[src/rtl/riscv_fetch_unit_if.sv]
// rtl/riscv_fetch_unit_if.sv - fetch unit bus: imem request/response, redirect, instruction output
interface riscv_fetch_unit_if;
    logic        imem_req_valid;
    logic        imem_req_ready;
    logic [31:0] imem_req_addr;
    logic        imem_rsp_valid;
    logic [31:0] imem_rsp_data;
    logic        redirect_valid;
    logic [31:0] redirect_pc;
    logic        out_valid;
    logic        out_ready;
    logic [31:0] out_instr;
    logic [31:0] out_pc;
    logic        out_fault;
    logic        fetched_pulse;
    logic [31:0] fetch_count;

    modport master (
        output imem_req_valid, imem_req_addr,
        input  imem_req_ready, imem_rsp_valid, imem_rsp_data,
        input  redirect_valid, redirect_pc, out_ready,
        output out_valid, out_instr, out_pc, out_fault, fetched_pulse, fetch_count
    );

    modport slave (
        input  imem_req_valid, imem_req_addr,
        output imem_req_ready, imem_rsp_valid, imem_rsp_data,
        output redirect_valid, redirect_pc, out_ready,
        input  out_valid, out_instr, out_pc, out_fault, fetched_pulse, fetch_count
    );
endinterface

[src/rtl/riscv_fetch_unit.sv]
// rtl/riscv_fetch_unit.sv - instruction fetch stage: PC, single-outstanding imem reads, redirects
module riscv_fetch_unit #(
    parameter logic [31:0] RESET_PC = 32'h0000_0000
) (
    input  logic                       clk,
    input  logic                       reset,
    riscv_fetch_unit_if.master         bus
);
    typedef enum logic [2:0] {
        S_IDLE, S_REQ, S_WAIT, S_HOLD, S_DROP, S_FAULT, S_STALL
    } state_t;

    state_t      state_q, state_d;
    logic [31:0] pc_q, pc_d;
    logic [31:0] out_instr_q, out_instr_d;
    logic [31:0] out_pc_q, out_pc_d;
    logic        pulse_q, pulse_d;
    logic [31:0] count_q, count_d;
    logic        stale_req;

    always_ff @(posedge clk or posedge reset) begin
        if (reset) begin
            state_q     <= S_IDLE;
            pc_q        <= RESET_PC;
            out_instr_q <= '0;
            out_pc_q    <= '0;
            pulse_q     <= 1'b0;
            count_q     <= '0;
        end else begin
            state_q     <= state_d;
            pc_q        <= pc_d;
            out_instr_q <= out_instr_d;
            out_pc_q    <= out_pc_d;
            pulse_q     <= pulse_d;
            count_q     <= count_d;
        end
    end

    // A request is still owed a response: the redirect must go through DROP to swallow it.
    assign stale_req = (state_q == S_REQ  &&  bus.imem_req_ready) ||
                       (state_q == S_WAIT && !bus.imem_rsp_valid) ||
                       (state_q == S_DROP && !bus.imem_rsp_valid);

    always_comb begin
        state_d     = state_q;
        pc_d        = pc_q;
        out_instr_d = out_instr_q;
        out_pc_d    = out_pc_q;
        pulse_d     = 1'b0;
        count_d     = count_q;

        if ((state_q == S_HOLD || state_q == S_FAULT) && bus.out_ready)
            count_d = count_q + 32'd1;

        if (bus.redirect_valid) begin
            pc_d = bus.redirect_pc;
            if (stale_req) begin
                state_d = S_DROP;
            end else if (bus.redirect_pc[1:0] != 2'b00) begin
                state_d     = S_FAULT;
                out_pc_d    = bus.redirect_pc;
                out_instr_d = '0;
            end else begin
                state_d = S_REQ;
            end
        end else begin
            unique case (state_q)
                S_IDLE: state_d = S_REQ;
                S_REQ:  if (bus.imem_req_ready) state_d = S_WAIT;
                S_WAIT: if (bus.imem_rsp_valid) begin
                    out_instr_d = bus.imem_rsp_data;
                    out_pc_d    = pc_q;
                    pc_d        = pc_q + 32'd4;
                    pulse_d     = 1'b1;
                    state_d     = S_HOLD;
                end
                S_HOLD: if (bus.out_ready) state_d = S_REQ;
                S_DROP: if (bus.imem_rsp_valid) begin
                    if (pc_q[1:0] != 2'b00) begin
                        state_d     = S_FAULT;
                        out_pc_d    = pc_q;
                        out_instr_d = '0;
                    end else begin
                        state_d = S_REQ;
                    end
                end
                S_FAULT: if (bus.out_ready) state_d = S_STALL;
                S_STALL: state_d = S_STALL;
                default: state_d = S_IDLE;
            endcase
        end
    end

    assign bus.imem_req_valid = (state_q == S_REQ);
    assign bus.imem_req_addr  = pc_q;
    assign bus.out_valid      = (state_q == S_HOLD) || (state_q == S_FAULT);
    assign bus.out_fault      = (state_q == S_FAULT);
    assign bus.out_instr      = out_instr_q;
    assign bus.out_pc         = out_pc_q;
    assign bus.fetched_pulse  = pulse_q;
    assign bus.fetch_count    = count_q;
endmodule

[src/flat_wrapper.sv]
// flat-port wrapper written by rule: the top's interface ports become plain ports
module riscv_fetch_unit_flat 
#(
    parameter logic [31:0] RESET_PC = 32'h0000_0000
)
  (clk, reset, bus_imem_req_valid, bus_imem_req_addr, bus_imem_req_ready, bus_imem_rsp_valid, bus_imem_rsp_data, bus_redirect_valid, bus_redirect_pc, bus_out_ready, bus_out_valid, bus_out_instr, bus_out_pc, bus_out_fault, bus_fetched_pulse, bus_fetch_count);
  riscv_fetch_unit_if bus_i ();
  input  logic clk;
  input  logic reset;
  output wire logic [$bits(bus_i.imem_req_valid)-1:0] bus_imem_req_valid;
  output wire logic [$bits(bus_i.imem_req_addr)-1:0] bus_imem_req_addr;
  input wire logic [$bits(bus_i.imem_req_ready)-1:0] bus_imem_req_ready;
  input wire logic [$bits(bus_i.imem_rsp_valid)-1:0] bus_imem_rsp_valid;
  input wire logic [$bits(bus_i.imem_rsp_data)-1:0] bus_imem_rsp_data;
  input wire logic [$bits(bus_i.redirect_valid)-1:0] bus_redirect_valid;
  input wire logic [$bits(bus_i.redirect_pc)-1:0] bus_redirect_pc;
  input wire logic [$bits(bus_i.out_ready)-1:0] bus_out_ready;
  output wire logic [$bits(bus_i.out_valid)-1:0] bus_out_valid;
  output wire logic [$bits(bus_i.out_instr)-1:0] bus_out_instr;
  output wire logic [$bits(bus_i.out_pc)-1:0] bus_out_pc;
  output wire logic [$bits(bus_i.out_fault)-1:0] bus_out_fault;
  output wire logic [$bits(bus_i.fetched_pulse)-1:0] bus_fetched_pulse;
  output wire logic [$bits(bus_i.fetch_count)-1:0] bus_fetch_count;
  assign bus_imem_req_valid = bus_i.imem_req_valid;
  assign bus_imem_req_addr = bus_i.imem_req_addr;
  assign bus_i.imem_req_ready = bus_imem_req_ready;
  assign bus_i.imem_rsp_valid = bus_imem_rsp_valid;
  assign bus_i.imem_rsp_data = bus_imem_rsp_data;
  assign bus_i.redirect_valid = bus_redirect_valid;
  assign bus_i.redirect_pc = bus_redirect_pc;
  assign bus_i.out_ready = bus_out_ready;
  assign bus_out_valid = bus_i.out_valid;
  assign bus_out_instr = bus_i.out_instr;
  assign bus_out_pc = bus_i.out_pc;
  assign bus_out_fault = bus_i.out_fault;
  assign bus_fetched_pulse = bus_i.fetched_pulse;
  assign bus_fetch_count = bus_i.fetch_count;
  riscv_fetch_unit #(.RESET_PC(RESET_PC)) u_core (.clk(clk), .reset(reset), .bus(bus_i));
endmodule
[config.mk]
export PLATFORM = sky130hd
export DESIGN_NAME = riscv_fetch_unit_flat
export DESIGN_NICKNAME = d
export VERILOG_FILES = /design/src/rtl/riscv_fetch_unit_if.sv /design/src/rtl/riscv_fetch_unit.sv /design/src/flat_wrapper.sv
export SDC_FILE = /design/constraint.sdc
export NUM_CORES = 1
export LEC_CHECK = 0
export CORE_MARGIN = 1
export CORE_UTILIZATION = 30
export DETAILED_ROUTE_END_ITERATION = 8
export MAX_ROUTING_LAYER = met4
export PLACE_DENSITY = 0.55
export SLEW_MARGIN = 20
export SYNTH_ARGS = -nofsm -noshare
export SYNTH_HDL_FRONTEND = slang
export SYNTH_SLANG_ARGS = --single-unit
[constraint.sdc]
create_clock -name clk -period 9.2 [get_ports clk]
set_input_delay 1.84 -clock clk [delete_from_list [all_inputs] [get_ports clk]]
set_output_delay 1.84 -clock clk [all_outputs]
set_load 0.03 [all_outputs]
==> impl_metrics.tcl <==
set metrics [dict create \
    synth-xor-area-share_pct 5.498 \
    syn_area_per_cell_um2 10.33 \
    hold_violations 0 \
    grt_pass1_wl_mm 28.54 \
    setup_viol 0 \
    cap_violations 0 \
    worstPathRequired_ns 7.36 \
    grtUsageMet3_pct 4.665 \
    whs_ns 0.4877 \
    start_util_pct 30.87 \
    die_area_um2 22370 \
    rows 53 \
    cts_setup_buffers 0 \
    p_per_area_nw_per_um2 251.5 \
    status "finished clean" \
    synth_top_area_cell "dfrtp_1" \
    power_leakage_uw 0.003804 \
    synth.top_cells.by_area "dfrtp_1 (51%), mux2_2 (9.0%), xnor2_1 (5.0%)" \
    critPathMaxFanout 16 \
    holdBufCountCts 0 \
    maxSlewHeadroom_pct 30.47 \
    slew_viol_final 0 \
    register_area_um2 3303 \
    tightest_slew_ns 1.037 \
    start_kind "register" \
    use_met1_pct 22.48 \
    vias_per_cell 4.788 \
    rsz0062_at_grt "no" \
    yosysTopAreaCellShare_pct 50.57 \
    grt_busiest_layer "met2" \
    synth-seq-cells 132 \
    multi_input_area_um2 2908 \
    clock_path_buffers 2 \
    cts_buffers 17 \
    synthArstFlopShare_pct 100.0 \
    coreArea_um2 21150 \
    area_growth_pct 43.91 \
    firstDrtPassIters 5 \
    clk_pin_slew_ns 0.06 \
    ant_nets 0 \
    cts_tree "yes" \
    synth_edf_count 0 \
    gp_congestion 0.7303 \
    post_cts_resize_count 0 \
    hpwlAfterDp_mm 12.31 \
    first_iter_violations 312 \
    grtUsageMet2_pct 25.76 \
    wire_per_inst_um 16.21 \
    die_w_um 149.6 \
    synth_cell_type_count 40 \
    synth_ff_type "dfrtp_1" \
    antenna_found_initial 0 \
    die_h_um 149.6 \
    fin_tns_setup_ns 0 \
    cp-end-kind "output port" \
    synth_mux_area_share_pct 13.87 \
    insertion_delay_ns 0.42 \
    drc 0 \
    fmax_mhz 241.9 \
    htree_levels 4 \
    port_buffers 201 \
    clock-root-buffer "clkbuf_16" \
    overflow 0 \
    grt_max_degree 69 \
    synth_nets 704 \
    yosys_warnings 0 \
    cts_sinks 132 \
    synth_top_family_by_area "simple AND/OR/NAND/NOR gates" \
    first_global_vias 5200 \
    nFillCells 2024 \
    period_needed_ns 4.133 \
    min_path_type "reg2reg" \
    antenna_cells 0 \
    num_vias 5324 \
    yosysSeqAreaShare_pct 50.57 \
    final_nets 896 \
    path_class "reg2out" \
    syn_area_um2 6531 \
    crit_arrival_ns 2.29 \
    drive_above_1_share_pct 11.83 \
    ios 202 \
    finalCritPeriodShare_pct 44.93 \
    synthCells 632 \
    synth_compound_area_share_pct 6.839 \
    yosys.area_share.simple_pct 17.36 \
    synthAdderAreaFrac_pct 0.5364 \
    wl_mm 18.02 \
    vdd_drop_max_v 0.0001322 \
    skew_ns 0.01201 \
    grt_usage_pct 17.08 \
]
## cell usage after synthesis (4+ instances only)
| master | number |
|---|---|
| or3_1 | 4 |
| or4_1 | 19 |
| a21oi_1 | 6 |
| buf_2 | 11 |
| clkbuf_1 | 20 |
| nor4_1 | 4 |
| and2_1 | 6 |
| o21ai_0 | 29 |
| o31ai_1 | 14 |
| a31oi_1 | 18 |
| and3_1 | 11 |
| mux2i_1 | 32 |
| xnor2_1 | 37 |
| nor2b_1 | 4 |
| nand3_1 | 25 |
| mux2_2 | 52 |
| nor2_1 | 30 |
| dfrtp_1 | 132 |
| inv_1 | 50 |
| nand4_1 | 28 |
| nand2_1 | 61 |
| xor2_1 | 4 |
| nor3_1 | 6 |
| and4_1 | 6 |
## layer usage
metal,vias up,part of all wire (%)
met5,-,0
met4,0,0.88
met3,10,4.8
met2,112,47
met1,2589,48
li1,2613,-
## stage by stage
stage / util, % / area [µm²] / worst slack (ns) / power (µW) / std cells
3_5_place_dp: 41.63 / 8807 / 4.635 / 1696 / 1080
4_1_cts: 44.43 / 9399 / 5.031 / 2397 / 1112
3_3_place_gp: 41.63 / 8807 / 4.682 / 1694 / 1080
2_1_floorplan: - / 6531 / 3.834 / 1313 / 632
5_1_grt: 44.43 / 9399 / 4.854 / 2483 / 1112
6_report: 44.43 / 9399 / 5.067 / 2364 / 1112
## worst max-delay path, cell delays in order (launching register included)
cell	delay [ns]
dfrtp_1	0.65
nor2b_1	0.34
and2_1	0.17
clkdlybuf4s50_1	0.71
## flip-flops by register name, summed over array words and instances, names as in the netlist
name	count
u_core.bus.fetched_pulse	1
u_core.bus.out_instr	32
u_core.bus.fetch_count	32
u_core.bus.imem_req_addr	32
u_core.bus.out_pc	32
u_core.state_q	3
## worst paths after layout
kind | cells after the start | start | end | slack (ns)
min in group asynchronous | 2 | reset | u_core.bus.out_instr[29] | 1.89
worst min register to register | 1 | u_core.bus.fetch_count[31] | u_core.bus.fetch_count[31] | 0.49
worst max register to register | 5 | u_core.state_q[1] | u_core.bus.out_pc[0] | 6.50
worst min-delay path | 1 | u_core.bus.fetch_count[31] | u_core.bus.fetch_count[31] | 0.49
worst max-delay path | 3 | u_core.state_q[2] | bus_out_fault | 5.07
max in group asynchronous | 3 | reset | u_core.bus.out_pc[8] | 5.94
## logic make-up (layout without fill, tap and decap cells)
logic type,count (synthesis),after routing
mux,84,84
buf+inv,85,290
compound gates,74,74
flops,132,132
fa+ha+maj,3,3
xor+xnor,41,41
simple gates,213,213
## placed cells by master (no fill, tap or decap), drive strengths merged, types with 2 or more instances in the layout
cell	synthesis	routed
and4	6	6
nor4	4	4
nand4	28	28
mux2i	32	32
nor3	6	6
a21o	2	2
inv	50	54
clkinv	0	4
clkdlybuf4s50	0	200
and3	11	11
nor2b	4	4
xnor2	37	37
nor2	30	30
buf	15	8
clkbuf	20	19
o31ai	14	14
a31oi	18	18
dfrtp	132	132
nor4b	2	2
bufinv	0	2
xor2	4	4
nand2	61	61
clkinvlp	0	3
and2	7	7
a21oi	6	6
or3	4	4
nand3	26	26
a22oi	2	2
o211ai	2	2
o21ai	29	29
ha	2	2
or4	20	20
mux2	52	52
## area by class of cell
| class | count | area share, % |
|---|---|---|
| Clock buffer | 19 | 4.712 |
| Inverter | 50 | 2.050 |
| Timing Repair Buffer | 208 | 21.91 |
| Multi-Input combinational cell | 415 | 30.94 |
| Tap cell | 275 | 3.661 |
| Clock inverter | 13 | 1.584 |
| Sequential cell | 132 | 35.14 |
## report_power, final
part / switching [µW] / internal, µW / total, µW
Clock: 276 / 411 / 686
Sequential: 107 / 709 / 817
Combinational: 479 / 382 / 861
Total: 863 / 1500 / 2360
(Power assumes the default switching activity.)
